$ cat src/rtl/i1_pkg.sv
// Shared types for the i1 request encoder.
// State encoding, request bundle and one-hot line helper.
package i1_pkg;

   localparam int LINE_W = 7;
   localparam int CODE_W = 3;

   typedef enum logic [1:0] {
      IDLE,
      DRIVE,
      WAIT,
      REPORT
   } state_t;

   typedef struct packed {
      logic [CODE_W-1:0] code;
      logic              dir;
      logic              pri;
   } req_t;

   // Code 0 is a null request and selects no line.
   function automatic logic [LINE_W-1:0] onehot_line(
      input logic [CODE_W-1:0] code
   );
      logic [LINE_W-1:0] v;
      v = '0;
      if (code != '0) v[code - 1'b1] = 1'b1;
      return v;
   endfunction

endpackage

$ cat src/rtl/i1_req_encoder_if.sv
// Request, decoder and completion signals of the i1 encoder.
// slave is the encoder view; master is the source/decoder view.
interface i1_req_encoder_if;
   import i1_pkg::*;

   logic              req_valid;
   logic              req_ready;
   logic [CODE_W-1:0] req_code;
   logic              req_dir;
   logic              req_pri;
   logic [LINE_W-1:0] dec_lines;
   logic              dec_dir;
   logic              dec_pri;
   logic              dec_en;
   logic              dec_phase;
   logic              st_a;
   logic              st_b;
   logic              done_valid;
   logic [1:0]        done_status;
   logic              done_err;

   modport slave (
      input  req_valid, req_code, req_dir, req_pri,
      input  st_a, st_b,
      output req_ready,
      output dec_lines, dec_dir, dec_pri, dec_en, dec_phase,
      output done_valid, done_status, done_err
   );

   modport master (
      output req_valid, req_code, req_dir, req_pri,
      output st_a, st_b,
      input  req_ready,
      input  dec_lines, dec_dir, dec_pri, dec_en, dec_phase,
      input  done_valid, done_status, done_err
   );

endinterface

$ cat src/rtl/i1_req_fifo.sv
// Synchronous request queue, no bypass path.
// Pointers carry one wrap bit to separate full from empty.
module i1_req_fifo
   import i1_pkg::*;
#(
   parameter int DEPTH = 4
) (
   input  logic clk,
   input  logic rst_n,
   input  logic push,
   input  req_t wdata,
   input  logic pop,
   output req_t rdata,
   output logic full,
   output logic empty
);

   localparam int AW = $clog2(DEPTH);

   logic [AW:0] wr_ptr;
   logic [AW:0] rd_ptr;
   req_t        mem [DEPTH];

   logic do_push;
   logic do_pop;

   assign do_push = push && !full;
   assign do_pop  = pop && !empty;

   assign empty = (wr_ptr == rd_ptr);
   assign full  = (wr_ptr[AW] != rd_ptr[AW]) &&
                  (wr_ptr[AW-1:0] == rd_ptr[AW-1:0]);
   assign rdata = mem[rd_ptr[AW-1:0]];

   always_ff @(posedge clk or negedge rst_n) begin
      if (!rst_n) begin
         wr_ptr <= '0;
         rd_ptr <= '0;
      end else begin
         if (do_push) wr_ptr <= wr_ptr + 1'b1;
         if (do_pop)  rd_ptr <= rd_ptr + 1'b1;
      end
   end

   always_ff @(posedge clk) begin
      if (do_push) mem[wr_ptr[AW-1:0]] <= wdata;
   end

endmodule

$ cat src/rtl/i1_req_encoder.sv
// Encodes queued line requests for the i1 decoder and waits
// for its state response, tracking the phase bit across requests.
module i1_req_encoder
   import i1_pkg::*;
#(
   parameter int FIFO_DEPTH  = 4,
   parameter int TIMEOUT_CYC = 15
) (
   input  logic             clk,
   input  logic             rst_n,
   i1_req_encoder_if.slave  bus
);

   localparam int CNT_W = $clog2(TIMEOUT_CYC) + 1;
   localparam logic [CNT_W-1:0] CNT_LAST = CNT_W'(TIMEOUT_CYC - 1);

   state_t           state_q;
   state_t           state_d;
   req_t             cur_q;
   req_t             head;
   logic [CNT_W-1:0] cnt_q;
   logic [CNT_W-1:0] cnt_d;
   logic [1:0]       status_q;
   logic             err_q;
   logic             phase_q;

   logic       full;
   logic       empty;
   logic       pop;
   logic       cap;
   logic [1:0] cap_status;
   logic       cap_err;
   logic       active;
   req_t       wdata;

   assign wdata = '{code: bus.req_code, dir: bus.req_dir, pri: bus.req_pri};
   assign bus.req_ready = !full;

   i1_req_fifo #(
      .DEPTH (FIFO_DEPTH)
   ) u_fifo (
      .clk   (clk),
      .rst_n (rst_n),
      .push  (bus.req_valid),
      .wdata (wdata),
      .pop   (pop),
      .rdata (head),
      .full  (full),
      .empty (empty)
   );

   always_comb begin
      state_d    = state_q;
      cnt_d      = cnt_q;
      pop        = 1'b0;
      cap        = 1'b0;
      cap_status = 2'b00;
      cap_err    = 1'b0;
      unique case (state_q)
         IDLE: begin
            if (!empty) begin
               pop     = 1'b1;
               state_d = DRIVE;
            end
         end
         DRIVE: begin
            cnt_d   = '0;
            state_d = WAIT;
         end
         WAIT: begin
            // A response on the last allowed cycle still wins.
            if (bus.st_a || bus.st_b) begin
               cap        = 1'b1;
               cap_status = {bus.st_a, bus.st_b};
               state_d    = REPORT;
            end else if (cnt_q == CNT_LAST) begin
               cap     = 1'b1;
               cap_err = 1'b1;
               state_d = REPORT;
            end else begin
               cnt_d = cnt_q + 1'b1;
            end
         end
         REPORT: begin
            state_d = IDLE;
         end
         default: begin
            state_d = IDLE;
         end
      endcase
   end

   always_ff @(posedge clk or negedge rst_n) begin
      if (!rst_n) begin
         state_q  <= IDLE;
         cur_q    <= '0;
         cnt_q    <= '0;
         status_q <= 2'b00;
         err_q    <= 1'b0;
         phase_q  <= 1'b0;
      end else begin
         state_q <= state_d;
         cnt_q   <= cnt_d;
         if (pop) cur_q <= head;
         if (cap) begin
            status_q <= cap_status;
            err_q    <= cap_err;
         end
         if (state_q == REPORT && !err_q) phase_q <= status_q[1];
      end
   end

   assign active = (state_q == DRIVE) || (state_q == WAIT);

   assign bus.dec_en      = active;
   assign bus.dec_lines   = active ? onehot_line(cur_q.code) : '0;
   assign bus.dec_dir     = active & cur_q.dir;
   assign bus.dec_pri     = active & cur_q.pri;
   assign bus.dec_phase   = phase_q;
   assign bus.done_valid  = (state_q == REPORT);
   assign bus.done_status = bus.done_valid ? status_q : 2'b00;
   assign bus.done_err    = bus.done_valid & err_q;

endmodule

$ cat src/flat_wrapper.sv
// flat-port wrapper written by rule: the top's interface ports become plain ports
module i1_req_encoder_flat import i1_pkg::*;
#(
   parameter int FIFO_DEPTH  = 4,
   parameter int TIMEOUT_CYC = 15
)
  (clk, rst_n, bus_req_valid, bus_req_code, bus_req_dir, bus_req_pri, bus_st_a, bus_st_b, bus_req_ready, bus_dec_lines, bus_dec_dir, bus_dec_pri, bus_dec_en, bus_dec_phase, bus_done_valid, bus_done_status, bus_done_err);
  i1_req_encoder_if bus_i ();
  input  logic clk;
  input  logic rst_n;
  input wire logic [$bits(bus_i.req_valid)-1:0] bus_req_valid;
  input wire logic [$bits(bus_i.req_code)-1:0] bus_req_code;
  input wire logic [$bits(bus_i.req_dir)-1:0] bus_req_dir;
  input wire logic [$bits(bus_i.req_pri)-1:0] bus_req_pri;
  input wire logic [$bits(bus_i.st_a)-1:0] bus_st_a;
  input wire logic [$bits(bus_i.st_b)-1:0] bus_st_b;
  output wire logic [$bits(bus_i.req_ready)-1:0] bus_req_ready;
  output wire logic [$bits(bus_i.dec_lines)-1:0] bus_dec_lines;
  output wire logic [$bits(bus_i.dec_dir)-1:0] bus_dec_dir;
  output wire logic [$bits(bus_i.dec_pri)-1:0] bus_dec_pri;
  output wire logic [$bits(bus_i.dec_en)-1:0] bus_dec_en;
  output wire logic [$bits(bus_i.dec_phase)-1:0] bus_dec_phase;
  output wire logic [$bits(bus_i.done_valid)-1:0] bus_done_valid;
  output wire logic [$bits(bus_i.done_status)-1:0] bus_done_status;
  output wire logic [$bits(bus_i.done_err)-1:0] bus_done_err;
  assign bus_i.req_valid = bus_req_valid;
  assign bus_i.req_code = bus_req_code;
  assign bus_i.req_dir = bus_req_dir;
  assign bus_i.req_pri = bus_req_pri;
  assign bus_i.st_a = bus_st_a;
  assign bus_i.st_b = bus_st_b;
  assign bus_req_ready = bus_i.req_ready;
  assign bus_dec_lines = bus_i.dec_lines;
  assign bus_dec_dir = bus_i.dec_dir;
  assign bus_dec_pri = bus_i.dec_pri;
  assign bus_dec_en = bus_i.dec_en;
  assign bus_dec_phase = bus_i.dec_phase;
  assign bus_done_valid = bus_i.done_valid;
  assign bus_done_status = bus_i.done_status;
  assign bus_done_err = bus_i.done_err;
  i1_req_encoder #(.FIFO_DEPTH(FIFO_DEPTH), .TIMEOUT_CYC(TIMEOUT_CYC)) u_core (.clk(clk), .rst_n(rst_n), .bus(bus_i));
endmodule
$ cat config.mk
export PLATFORM = sky130hd
export DESIGN_NAME = i1_req_encoder_flat
export DESIGN_NICKNAME = d
export VERILOG_FILES = /design/src/rtl/i1_pkg.sv /design/src/rtl/i1_req_encoder_if.sv /design/src/rtl/i1_req_fifo.sv /design/src/rtl/i1_req_encoder.sv /design/src/flat_wrapper.sv
export SDC_FILE = /design/constraint.sdc
export NUM_CORES = 1
export LEC_CHECK = 0
export BUFFER_PORTS_ARGS = -buffer_cell sky130_fd_sc_hd__buf_4
export CAP_MARGIN = 20
export CORE_MARGIN = 2
export CORE_UTILIZATION = 40
export DETAILED_ROUTE_END_ITERATION = 12
export GPL_TIMING_DRIVEN = 0
export HOLD_SLACK_MARGIN = 0.08
export PLACE_DENSITY = 0.57
export SLEW_MARGIN = 20
export SYNTH_ARGS = -nofsm -noshare
export SYNTH_HDL_FRONTEND = slang
export SYNTH_HIERARCHICAL = 1
export SYNTH_SLANG_ARGS = --single-unit
$ cat constraint.sdc
create_clock -name clk -period 2.5 [get_ports clk]
set_input_delay 0.5 -clock clk [delete_from_list [all_inputs] [get_ports clk]]
set_output_delay 0.5 -clock clk [all_outputs]
set_load 0.01 [all_outputs]
==> results.py <==
metrics = {
    "run_status": {
        "outcome": "finished clean",
    },
    "synth": {
        "synth_edf_count": 20,
        "synth_top_cell_area_share_pct": 26.52,
        "ys_seq_elements": 42,
        "syn-mean-instance-area_um2": 12.44,
        "postSynth.asyncResetShare_pct": 52.38,
        "synthCells": 182,
        "yosys.cell_types.count": 51,
        "library_cell_with_the_highest_instance_count_after_synthesis": "dfrtp_1",
        "synth_flop_cell": "dfrtp_1",
        "yosysWarningCount": 6,
        "synth_area_leader_cell": "edfxtp_1",
        "synthTopCellsByCount": "dfrtp_1, edfxtp_1, ha_1",
        "synth.net_count": 206,
        "syn_area_um2": 2265,
        "synth_area_leaders": "edfxtp_1, dfrtp_1, ha_1",
        "yosysSeqAreaShare_pct": 50.83,
    },
    "clock_tree": {
        "postCtsResizedCells": 0,
        "tritoncts.num_buffers": 5,
        "clock_insertion_delay_worst_skew_ps": 290,
        "clk_path_buf_depth": 2,
        "numClockSinks": 42,
        "cts.repair_timing.setup_buffer_count": 0,
        "cts.clk_slew.worst_paths_ps": 80,
        "tritoncts_clock_tree": "done",
        "hold_buffers": 0,
        "htree_levels": 2,
        "ctsRootBufferMaster": "clkbuf_8",
    },
    "floorplanning": {
        "std_cell_rows": 27,
        "io-pin-count": 26,
        "die-area_um2": 6280,
        "die_width_um": 79.25,
        "start_util_pct": 41.38,
        "core_area_um2": 5473,
        "die_h_um": 79.25,
    },
    "run": {
        "cap_viol_max_count": 0,
    },
    "power_and_ir_drop": {
        "fin_total_pwr_mw": 3.194,
        "vdd_ir_drop_max_mv": 0.5153,
        "sw_share_pct": 40.81,
        "netSwitchingPower_mw": 1.303,
        "p_comb_share_pct": 52.1,
        "internal-power_mw": 1.891,
        "power.density_nw_per_um2": 1215,
        "p_leak_nw": 1.080,
        "power.sequential.fraction_pct": 34.8,
        "clock_power_share_pct": 13.1,
    },
    "finish": {
        "area_taken_by_flip_flops_and_latches_um2": 1151,
        "num_antenna_cells": 0,
        "area_growth_pct": 16.08,
        "filler_cell_count": 507,
        "multi_input_comb_area_um2": 1025,
        "finalNetCount": 238,
        "fraction_of_layout_instances_using_a_drive_strength_above_1_pct": 26.98,
    },
    "timing": {
        "final_min_period_over_clock_period_pct": 87.56,
        "fmaxAchievable_mhz": 456.8,
        "setup_tns_ps": 0,
        "finClkSkew_ps": 5.125,
        "setup_viol": 0,
        "worst_tran_pin_value_ps": 479.7,
        "slew_violations": 0,
        "slew-limit-headroom_pct": 68.02,
        "grt_setup_unrepaired": "no",
        "crit_path_time_final_ps": 2189,
        "final_hold_viol_count": 0,
    },
    "grt": {
        "overall_routing_resource_usage_pct": 15.21,
        "grt_start_max_net_pins": 23,
        "first_global_vias": 1559,
        "antenna_violations_before_repair": 0,
        "grt_first_pass_wirelength_um": 7348,
        "grt_overflow": 0,
    },
    "place": {
        "gp_routability_congestion": 0.7610,
        "numPortBuffers": 25,
        "place_hpwl_um": 3138,
    },
    "setup_path": {
        "crit-reg2reg-launch": "u_core/u_fifo/rd_ptr[1]",
        "critical_path_required_ps": 2000,
        "r2r.worst_path.cells": 8,
        "ff2ff_setup_slack_ps": 410,
        "critPathKind": "flip-flop to output port",
        "reg2reg_to": "u_core/u_fifo/rd_ptr[2]",
        "startpoint_type": "flip-flop",
        "worst_setup_path_end_kind": "output port",
        "endpoint": "bus_dec_lines[3]",
        "worst-path-max-fanout": 4,
        "setup.worst_path.start": "u_core/cur_q[2]",
        "crit_arrival_ps": 1690,
    },
    "routing": {
        "drt_pre_antenna_iters": 4,
        "drt.antenna.violating_nets": 0,
        "routed_wirelength_um": 4283,
        "vias_per_cell": 5.122,
        "detailedRoute.firstIterationViolations": 66,
        "vias": 1470,
        "post_drt_wl_per_cell_um": 14.92,
        "drc_errors": 0,
    },
    "min_path": {
        "holdCritPathClass": "input port to asynchronous set/reset pin",
    },
}
[registers in the layout (all words and copies together) (netlist names)]
register and flops:
u_core/state_q 2, u_core/u_fifo/rd_ptr 3, u_core/u_fifo/wr_ptr 3, u_core/cur_q 5, u_core/status_q 2, u_core/err_q 1, u_core/u_fifo/mem 20, u_core/bus.dec_phase 1
u_core/cnt_q 5
[worst max-delay path, cell delays in order, from the launching register on]
cell	delay, ps
dfrtp_1	370
inv_1	90
ha_1	240
nor3_1	260
nor2_1	100
nor3_1	190
buf_4	150
[worst min-delay path by stage]
stage,to,cells after the start
floorplan,u_core/bus.dec_phase,0
global placement,u_core/cur_q[2],1
detailed placement,u_core/cur_q[3],1
CTS,u_core/cur_q[3],1
global route,u_core/cur_q[2],1
finish,u_core/cur_q[2],1
[per-stage QoR]
stage	area [µm²]	util (%)	instances	hold slack [ps]	worst slack [ps]
after floorplan	2265	-	182	204.4	743.6
after global placement	2542	46.46	279	408.4	522.1
after detailed placement	2542	46.46	279	416.6	434.9
after CTS	2629	48.03	287	96.33	304.6
after global routing	2629	48.03	287	95.10	163.6
final	2629	48.03	287	89.10	310.9
[power by group through the flow]
stage / combinational [mW] / sequential (mW) / clock, mW
floorplan: 1.21 / 1.09 / 0
global placement: 1.62 / 1.11 / 0
detailed placement: 1.67 / 1.13 / 0
CTS: 1.68 / 1.11 / 0.439
global route: 1.85 / 1.14 / 0.474
finish: 1.66 / 1.11 / 0.417
[per-layer routing]
metal  track usage [%]  vias to the layer above  wire (µm)
li1                  -                      731          -
met1             19.66                      707       2017
met2             25.42                       26       2038
met3             3.068                        6        167
met4             5.345                        0         60
met5                 0                        -          0
[kinds of logic after synthesis]
kind of cell / after synthesis / share of synthesized area (%)
AO/OA/AOI/OAI: 35 / 11.99
XOR/XNOR: 9 / 4.807
adder cells (fa/ha/maj): 14 / 7.735
buffers and inverters: 18 / 3.922
flip-flops: 42 / 50.83
multiplexers: 10 / 7.458
AND/OR/NAND/NOR: 54 / 13.26
[cells in the final DEF, fill, tap and decap left out, types with 4 or more instances in the layout]
cell type	count
mux2_2	4
edfxtp_1	20
clkbuf_8	5
and2_1	7
nand2_1	8
nor2_1	9
o21ai_0	6
buf_4	26
mux4_2	5
inv_1	11
nor3_1	5
nand2b_1	4
a21oi_1	7
and3_1	4
dfrtp_1	22
ha_1	14
[area by class of cell]
type                    count  area share, %
well taps                  72          3.427
repair buffers             25          7.139
flip-flops and latches     42          43.79
inverters                  11          1.571
plain buffers               7          1.809
clock buffers               6          2.761
multi-input cells         122          38.98
clock inverters             2         0.5236
(Power assumes the default switching activity.)
